## src/rtl/vga_rect_plotter_if.sv

```systemverilog
// Command and pixel-port bundle for vga_rect_plotter.
// The master side is the command source, which also observes the pixel stream.
// The slave side is the plotter.
interface vga_rect_plotter_if;
   logic       cmd_valid;
   logic       cmd_ready;
   logic       cmd_clear;
   logic [7:0] cmd_x;
   logic [6:0] cmd_y;
   logic [7:0] cmd_w;
   logic [6:0] cmd_h;
   logic [2:0] cmd_colour;
   logic [7:0] x;
   logic [6:0] y;
   logic [2:0] colour;
   logic       plot;
   logic       busy;
   logic       done;

   modport master (
      output cmd_valid, cmd_clear, cmd_x, cmd_y, cmd_w, cmd_h, cmd_colour,
      input  cmd_ready, x, y, colour, plot, busy, done
   );

   modport slave (
      input  cmd_valid, cmd_clear, cmd_x, cmd_y, cmd_w, cmd_h, cmd_colour,
      output cmd_ready, x, y, colour, plot, busy, done
   );
endinterface

```

## src/rtl/vga_rect_plotter.sv

```systemverilog
// Rectangle / full-screen fill sequencer for the 160x120 vga_adapter pixel port.
// It accepts one command in IDLE, clips it to the screen, and emits one
// registered pixel write per clock in raster order. A one-cycle done pulse
// follows the last pixel.
module vga_rect_plotter #(
   parameter int X_RES = 160,
   parameter int Y_RES = 120
) (
   input  logic               clock,
   input  logic               resetn,
   vga_rect_plotter_if.slave  bus
);

   localparam logic [8:0] XR    = 9'(X_RES);
   localparam logic [8:0] YR    = 9'(Y_RES);
   localparam logic [8:0] XR_M1 = 9'(X_RES - 1);
   localparam logic [8:0] YR_M1 = 9'(Y_RES - 1);

   typedef enum logic [1:0] {IDLE, DRAW, DONE} state_t;

   state_t     state;
   logic [7:0] x0;
   logic [6:0] y0;
   logic [7:0] ew_last;
   logic [6:0] eh_last;
   logic [7:0] col;
   logic [6:0] row;
   logic [2:0] colour_lat;

   logic [8:0] avail_x;
   logic [8:0] avail_y;
   logic [8:0] ew_n;
   logic [8:0] eh_n;
   logic [8:0] ew_m1;
   logic [8:0] eh_m1;
   logic       empty_n;

   function automatic logic [8:0] min9(input logic [8:0] a, input logic [8:0] b);
      return (a < b) ? a : b;
   endfunction

   assign bus.cmd_ready = (state == IDLE);

   // Clipped extents of the presented rectangle; 9-bit so nothing wraps.
   always_comb begin
      avail_x = '0;
      avail_y = '0;
      if ({1'b0, bus.cmd_x} < XR)
         avail_x = XR - {1'b0, bus.cmd_x};
      if ({2'b0, bus.cmd_y} < YR)
         avail_y = YR - {2'b0, bus.cmd_y};
      ew_n    = min9({1'b0, bus.cmd_w}, avail_x);
      eh_n    = min9({2'b0, bus.cmd_h}, avail_y);
      ew_m1   = ew_n - 9'd1;
      eh_m1   = eh_n - 9'd1;
      empty_n = (ew_n == 9'd0) || (eh_n == 9'd0);
   end

   // Control FSM with registered pixel-port outputs.
   always_ff @(posedge clock or negedge resetn) begin
      if (!resetn) begin
         state      <= IDLE;
         x0         <= '0;
         y0         <= '0;
         ew_last    <= '0;
         eh_last    <= '0;
         col        <= '0;
         row        <= '0;
         colour_lat <= '0;
         bus.x      <= '0;
         bus.y      <= '0;
         bus.colour <= '0;
         bus.plot   <= 1'b0;
         bus.busy   <= 1'b0;
         bus.done   <= 1'b0;
      end else begin
         case (state)
            IDLE: begin
               bus.plot <= 1'b0;
               bus.done <= 1'b0;
               if (bus.cmd_valid) begin
                  bus.busy   <= 1'b1;
                  colour_lat <= bus.cmd_colour;
                  col        <= '0;
                  row        <= '0;
                  if (bus.cmd_clear) begin
                     x0      <= '0;
                     y0      <= '0;
                     ew_last <= XR_M1[7:0];
                     eh_last <= YR_M1[6:0];
                     state   <= DRAW;
                  end else begin
                     x0      <= bus.cmd_x;
                     y0      <= bus.cmd_y;
                     ew_last <= ew_m1[7:0];
                     eh_last <= eh_m1[6:0];
                     state   <= empty_n ? DONE : DRAW;
                  end
               end else begin
                  // busy drops together with the done pulse.
                  bus.busy <= 1'b0;
               end
            end
            DRAW: begin
               bus.x      <= x0 + col;
               bus.y      <= y0 + row;
               bus.colour <= colour_lat;
               bus.plot   <= 1'b1;
               if (col == ew_last) begin
                  col <= '0;
                  if (row == eh_last)
                     state <= DONE;
                  else
                     row <= row + 7'd1;
               end else begin
                  col <= col + 8'd1;
               end
            end
            DONE: begin
               // done is registered here, so the FSM is already back in IDLE
               // while the pulse is visible and can take the next command.
               bus.plot <= 1'b0;
               bus.done <= 1'b1;
               state    <= IDLE;
            end
            default: begin
               bus.plot <= 1'b0;
               state    <= IDLE;
            end
         endcase
      end
   end

endmodule

```

## src/flat_wrapper.sv

```systemverilog
// flat-port wrapper written by rule: the top's interface ports become plain ports
module vga_rect_plotter_flat 
#(
   parameter int X_RES = 160,
   parameter int Y_RES = 120
)
  (clock, resetn, bus_cmd_valid, bus_cmd_clear, bus_cmd_x, bus_cmd_y, bus_cmd_w, bus_cmd_h, bus_cmd_colour, bus_cmd_ready, bus_x, bus_y, bus_colour, bus_plot, bus_busy, bus_done);
  vga_rect_plotter_if bus_i ();
  input  logic clock;
  input  logic resetn;
  input wire logic [$bits(bus_i.cmd_valid)-1:0] bus_cmd_valid;
  input wire logic [$bits(bus_i.cmd_clear)-1:0] bus_cmd_clear;
  input wire logic [$bits(bus_i.cmd_x)-1:0] bus_cmd_x;
  input wire logic [$bits(bus_i.cmd_y)-1:0] bus_cmd_y;
  input wire logic [$bits(bus_i.cmd_w)-1:0] bus_cmd_w;
  input wire logic [$bits(bus_i.cmd_h)-1:0] bus_cmd_h;
  input wire logic [$bits(bus_i.cmd_colour)-1:0] bus_cmd_colour;
  output wire logic [$bits(bus_i.cmd_ready)-1:0] bus_cmd_ready;
  output wire logic [$bits(bus_i.x)-1:0] bus_x;
  output wire logic [$bits(bus_i.y)-1:0] bus_y;
  output wire logic [$bits(bus_i.colour)-1:0] bus_colour;
  output wire logic [$bits(bus_i.plot)-1:0] bus_plot;
  output wire logic [$bits(bus_i.busy)-1:0] bus_busy;
  output wire logic [$bits(bus_i.done)-1:0] bus_done;
  assign bus_i.cmd_valid = bus_cmd_valid;
  assign bus_i.cmd_clear = bus_cmd_clear;
  assign bus_i.cmd_x = bus_cmd_x;
  assign bus_i.cmd_y = bus_cmd_y;
  assign bus_i.cmd_w = bus_cmd_w;
  assign bus_i.cmd_h = bus_cmd_h;
  assign bus_i.cmd_colour = bus_cmd_colour;
  assign bus_cmd_ready = bus_i.cmd_ready;
  assign bus_x = bus_i.x;
  assign bus_y = bus_i.y;
  assign bus_colour = bus_i.colour;
  assign bus_plot = bus_i.plot;
  assign bus_busy = bus_i.busy;
  assign bus_done = bus_i.done;
  vga_rect_plotter #(.X_RES(X_RES), .Y_RES(Y_RES)) u_core (.clock(clock), .resetn(resetn), .bus(bus_i));
endmodule
```

## config.mk

```make
export PLATFORM = sky130hd
export DESIGN_NAME = vga_rect_plotter_flat
export DESIGN_NICKNAME = d
export VERILOG_FILES = /design/src/rtl/vga_rect_plotter_if.sv /design/src/rtl/vga_rect_plotter.sv /design/src/flat_wrapper.sv
export SDC_FILE = /design/constraint.sdc
export NUM_CORES = 1
export LEC_CHECK = 0
export BUFFER_PORTS_ARGS = -buffer_cell sky130_fd_sc_hd__clkbuf_2
export CORE_MARGIN = 5
export CORE_UTILIZATION = 30
export CTS_BUF_LIST = sky130_fd_sc_hd__clkbuf_4 sky130_fd_sc_hd__clkbuf_8 sky130_fd_sc_hd__clkbuf_16
export DETAILED_ROUTE_END_ITERATION = 12
export GPL_TIMING_DRIVEN = 1
export PLACE_DENSITY = 0.48
export SETUP_SLACK_MARGIN = 0.05
export SKIP_CTS_REPAIR_TIMING = 1
export SYNTH_ARGS = -nofsm -noshare
export SYNTH_HDL_FRONTEND = slang
export SYNTH_SLANG_ARGS = --single-unit
```

## constraint.sdc

```tcl
create_clock -name clock -period 1.9 [get_ports clock]
set_input_delay 0.19 -clock clock [delete_from_list [all_inputs] [get_ports clock]]
set_output_delay 0.19 -clock clock [all_outputs]
set_load 0.01 [all_outputs]
```

==> results.toml <==
[status]
outcome = "complete, but fails checks"
violations = "setup timing"

[synthesis]
synth_area_sq_mm = 0.00479
yosysWarnings = 0
async_flop_share_pct = 100
synth-main-ff-cell = "dfrtp_1"
yosys.area.top_type_share_pct = 37.1
yosysTopAreaCell = "dfrtp_1"
synth-seq-cells = 71
synth_seq_area_share_pct = 37.1
ys_top_cells_by_area = "dfrtp_1 37%, ha_1 8.4%, nand2_1 7.1%, xnor2_1 5.9%, o21ai_0 5.5%"
syn_nets = 623
yosysUniqueCellTypes = 65
syn_inst = 552
syn_avg_cell_area_sq_um = 8.68
synth_edf_count = 0

[cts]
cts_buffer_depth = 2
cts_buffers = 9
cts_root_buf = "clkbuf_16"
insertion_delay_ns = 0.33
cts_sinks = 71
htreeDepth = 3
cts_tree = "yes"
path_clk_slew_ns = 0.06

[final_layout]
regArea_sq_mm = 0.00178
insertedDiodeCount = 0
multi_input_area_sq_mm = 0.00333
nNetsFinal = 806
fill_cells = 1595
final_cell_mix = "127 x buf_4, 86 x nand2_1, 70 x dfrtp_1, 53 x clkbuf_2, 42 x o21ai_0"
final_cells = 956
layout_commonest_cell = "buf_4"
drive_above_1_share_pct = 40.7
area_delta_synth_final_pct = 51.1

[power]
p_int_mw = 4.70
clockPowerShare_pct = 27.7
design_power_total_mw = 7.00
power_frac_comb_pct = 40.0
total_leakage_power_nw = 3.32
pwr-share-seq_pct = 32.3
netSwitchingFraction_pct = 32.9
p_per_area_mw_per_mm2 = 967
peakVddDrop_mv = 0.396
p_switching_mw = 2.30

[floorplanning]
die_h_um = 136
num_rows = 46
dieWidth_um = 136
ios = 59
start_util_pct = 30.4
core_sq_mm = 0.0158
dieArea_sq_mm = 0.0186

[routing]
vias = 4499
finalWirelength_mm = 13.6
drt_drc_violations_left = 0
via_per_inst = 4.71
detail_route.wl_per_cell_um = 14.3
firstDrtPassIters = 6
drtAntennaViolNets = 0
dr.first_iter.drc_count = 210

[sta]
relSlewSlack_pct = 64.1
rsz0062_at_grt = "true"
whs_ns = 0.0611
worst_slew_pin_slew_ns = 0.533
hold_viol_final = 0
setup_viol = 18
fmax_ghz = 0.346
clock_skew_ns = 0.00851
finalCritPeriodShare_pct = 152
setup_slack_ns = -0.992
final_max_slew_viol_count = 0
setup_tns_ns = -10.78
finalCriticalPeriod_ns = 2.89

[setup_path]
required_ns = 2.11
criticalPathCategory = "in2reg"
crit_buf_inv = 3
slowest_stage = "ha_1"
arrival_ns = 3.10
path_delay_family = "compound AO/OA/AOI/OAI gates"
cp-start-kind = "input port"
path_common_cell = "ha_4"
critical_path.cell_chain = "clkbuf_2, inv_1, ha_4, nand2b_4, o22a_1, o21a_1, ha_1, and3_1, o2111ai_1, o21ai_2, and2_4, mux2i_4, ha_4, buf_6, mux2i_1, a31o_1, a21oi_2"
critPathMaxFanout = 5
max_stage_delay_ns = 0.28
cp-end-kind = "flop"

[global_route]
grt_use_total_pct = 14.7
antenna_found_initial = 0
grt_start_max_net_pins = 39
gr-total-overflow = 0
first_global_vias = 4369
grt_pass1_wl_mm = 21.8

[place]
dp.cells = 928
routabilityCongestion = 0.840
dp_slack_ns = -1.60
place.port_buffers = 58
dp_hpwl_mm = 10.6

[hold_path]
hp-class = "in2reg"

[flow_run]
drv_cap = 0
[cells in the mapped netlist (all sizes together) (2+ instances only)]
cell type	n
nand4b	2
nand4	4
a31oi	8
inv	24
xnor2	32
xor2	17
a21o	11
or2	2
and3	5
mux2i	4
nand3b	3
nor3	11
o22a	3
o31ai	12
fa	2
nor2	42
nand2	91
a211oi	6
o32ai	3
o2111ai	2
and2	2
o211ai	5
a21oi	20
nand2b	9
a22o	2
nor4	5
buf	6
or3	4
a41oi	2
dfrtp	71
mux2	2
o21a	5
ha	32
o21ai	57
nand3	9
clkbuf	17
nor2b	5
[metal layers]
metal	track usage (%)	vias to the layer above	share of wire, %
li1	-	2326	-
met4	3.53	0	1.1
met2	22.3	67	45
met1	21.4	2096	50
met3	2.74	10	3.3
met5	0	-	0
[through the flow]
step | utilization (%) | cell area, sq um
floorplan | - | 4950
global placement | 40.2 | 6340
detailed placement | 40.2 | 6340
CTS | 42.4 | 6690
global route | 45.9 | 7240
finish | 45.9 | 7240
[cell type report]
cell class / instances / area share, %
clock inverter: 6 / 1.49
clock buffer: 10 / 3.30
timing repair buffer: 195 / 19.4
inverter: 24 / 1.49
sequential: 71 / 24.6
tap: 216 / 3.73
multi-input combinational: 434 / 46.0
[power groups by stage]
stage	registers (mW)	logic [mW]	clock network [mW]
floorplan	2.35	1.35	0
CTS	2.26	2.52	1.98
detailed placement	2.28	2.51	0
global route	2.32	3.13	2.07
global placement	2.27	2.47	0
finish	2.26	2.80	1.94
[flip-flops by register name (all words and copies together), names as in the netlist]
name               count
u_core.ew_last         8
u_core.x0              8
u_core.colour_lat      3
u_core.bus.x           8
u_core.bus.busy        1
u_core.col             8
u_core.row             7
u_core.bus.plot        1
u_core.eh_last         7
u_core.y0              7
u_core.bus.colour      3
u_core.bus.done        1
u_core.bus.y           7
u_core.state           2
[worst min-delay path, stage by stage]
cell	delay (ns)
clkbuf_2	0.07
nand2_1	0.04
nand2_1	0.05
[worst paths after layout]
check / from / to / slack (ns) / cells past startpoint
worst max-delay path: bus_cmd_x[0] / u_core.ew_last[4] / -0.99 / 17
worst min-delay path: bus_cmd_colour[0] / u_core.colour_lat[0] / 0.06 / 3
worst max register to register: u_core.x0[1] / u_core.bus.x[7] / -0.03 / 8
worst min register to register: u_core.colour_lat[2] / u_core.bus.colour[2] / 0.46 / 2
max in group asynchronous: resetn / u_core.row[1] / 1.07 / 3
min in group asynchronous: resetn / u_core.bus.y[3] / 0.45 / 3
[cells by family after synthesis]
| group | synth area share (%) |
|---|---|
| AOI/OAI and AO/OA | 20.0 |
| xor gates and xnor gates | 8.96 |
| adders and majority gates | 9.19 |
| buffers and inverters | 4.18 |
| DFF | 37.1 |
| muxes | 1.31 |
| and+or+nand+nor | 19.2 |
(Power assumes the default switching activity.)
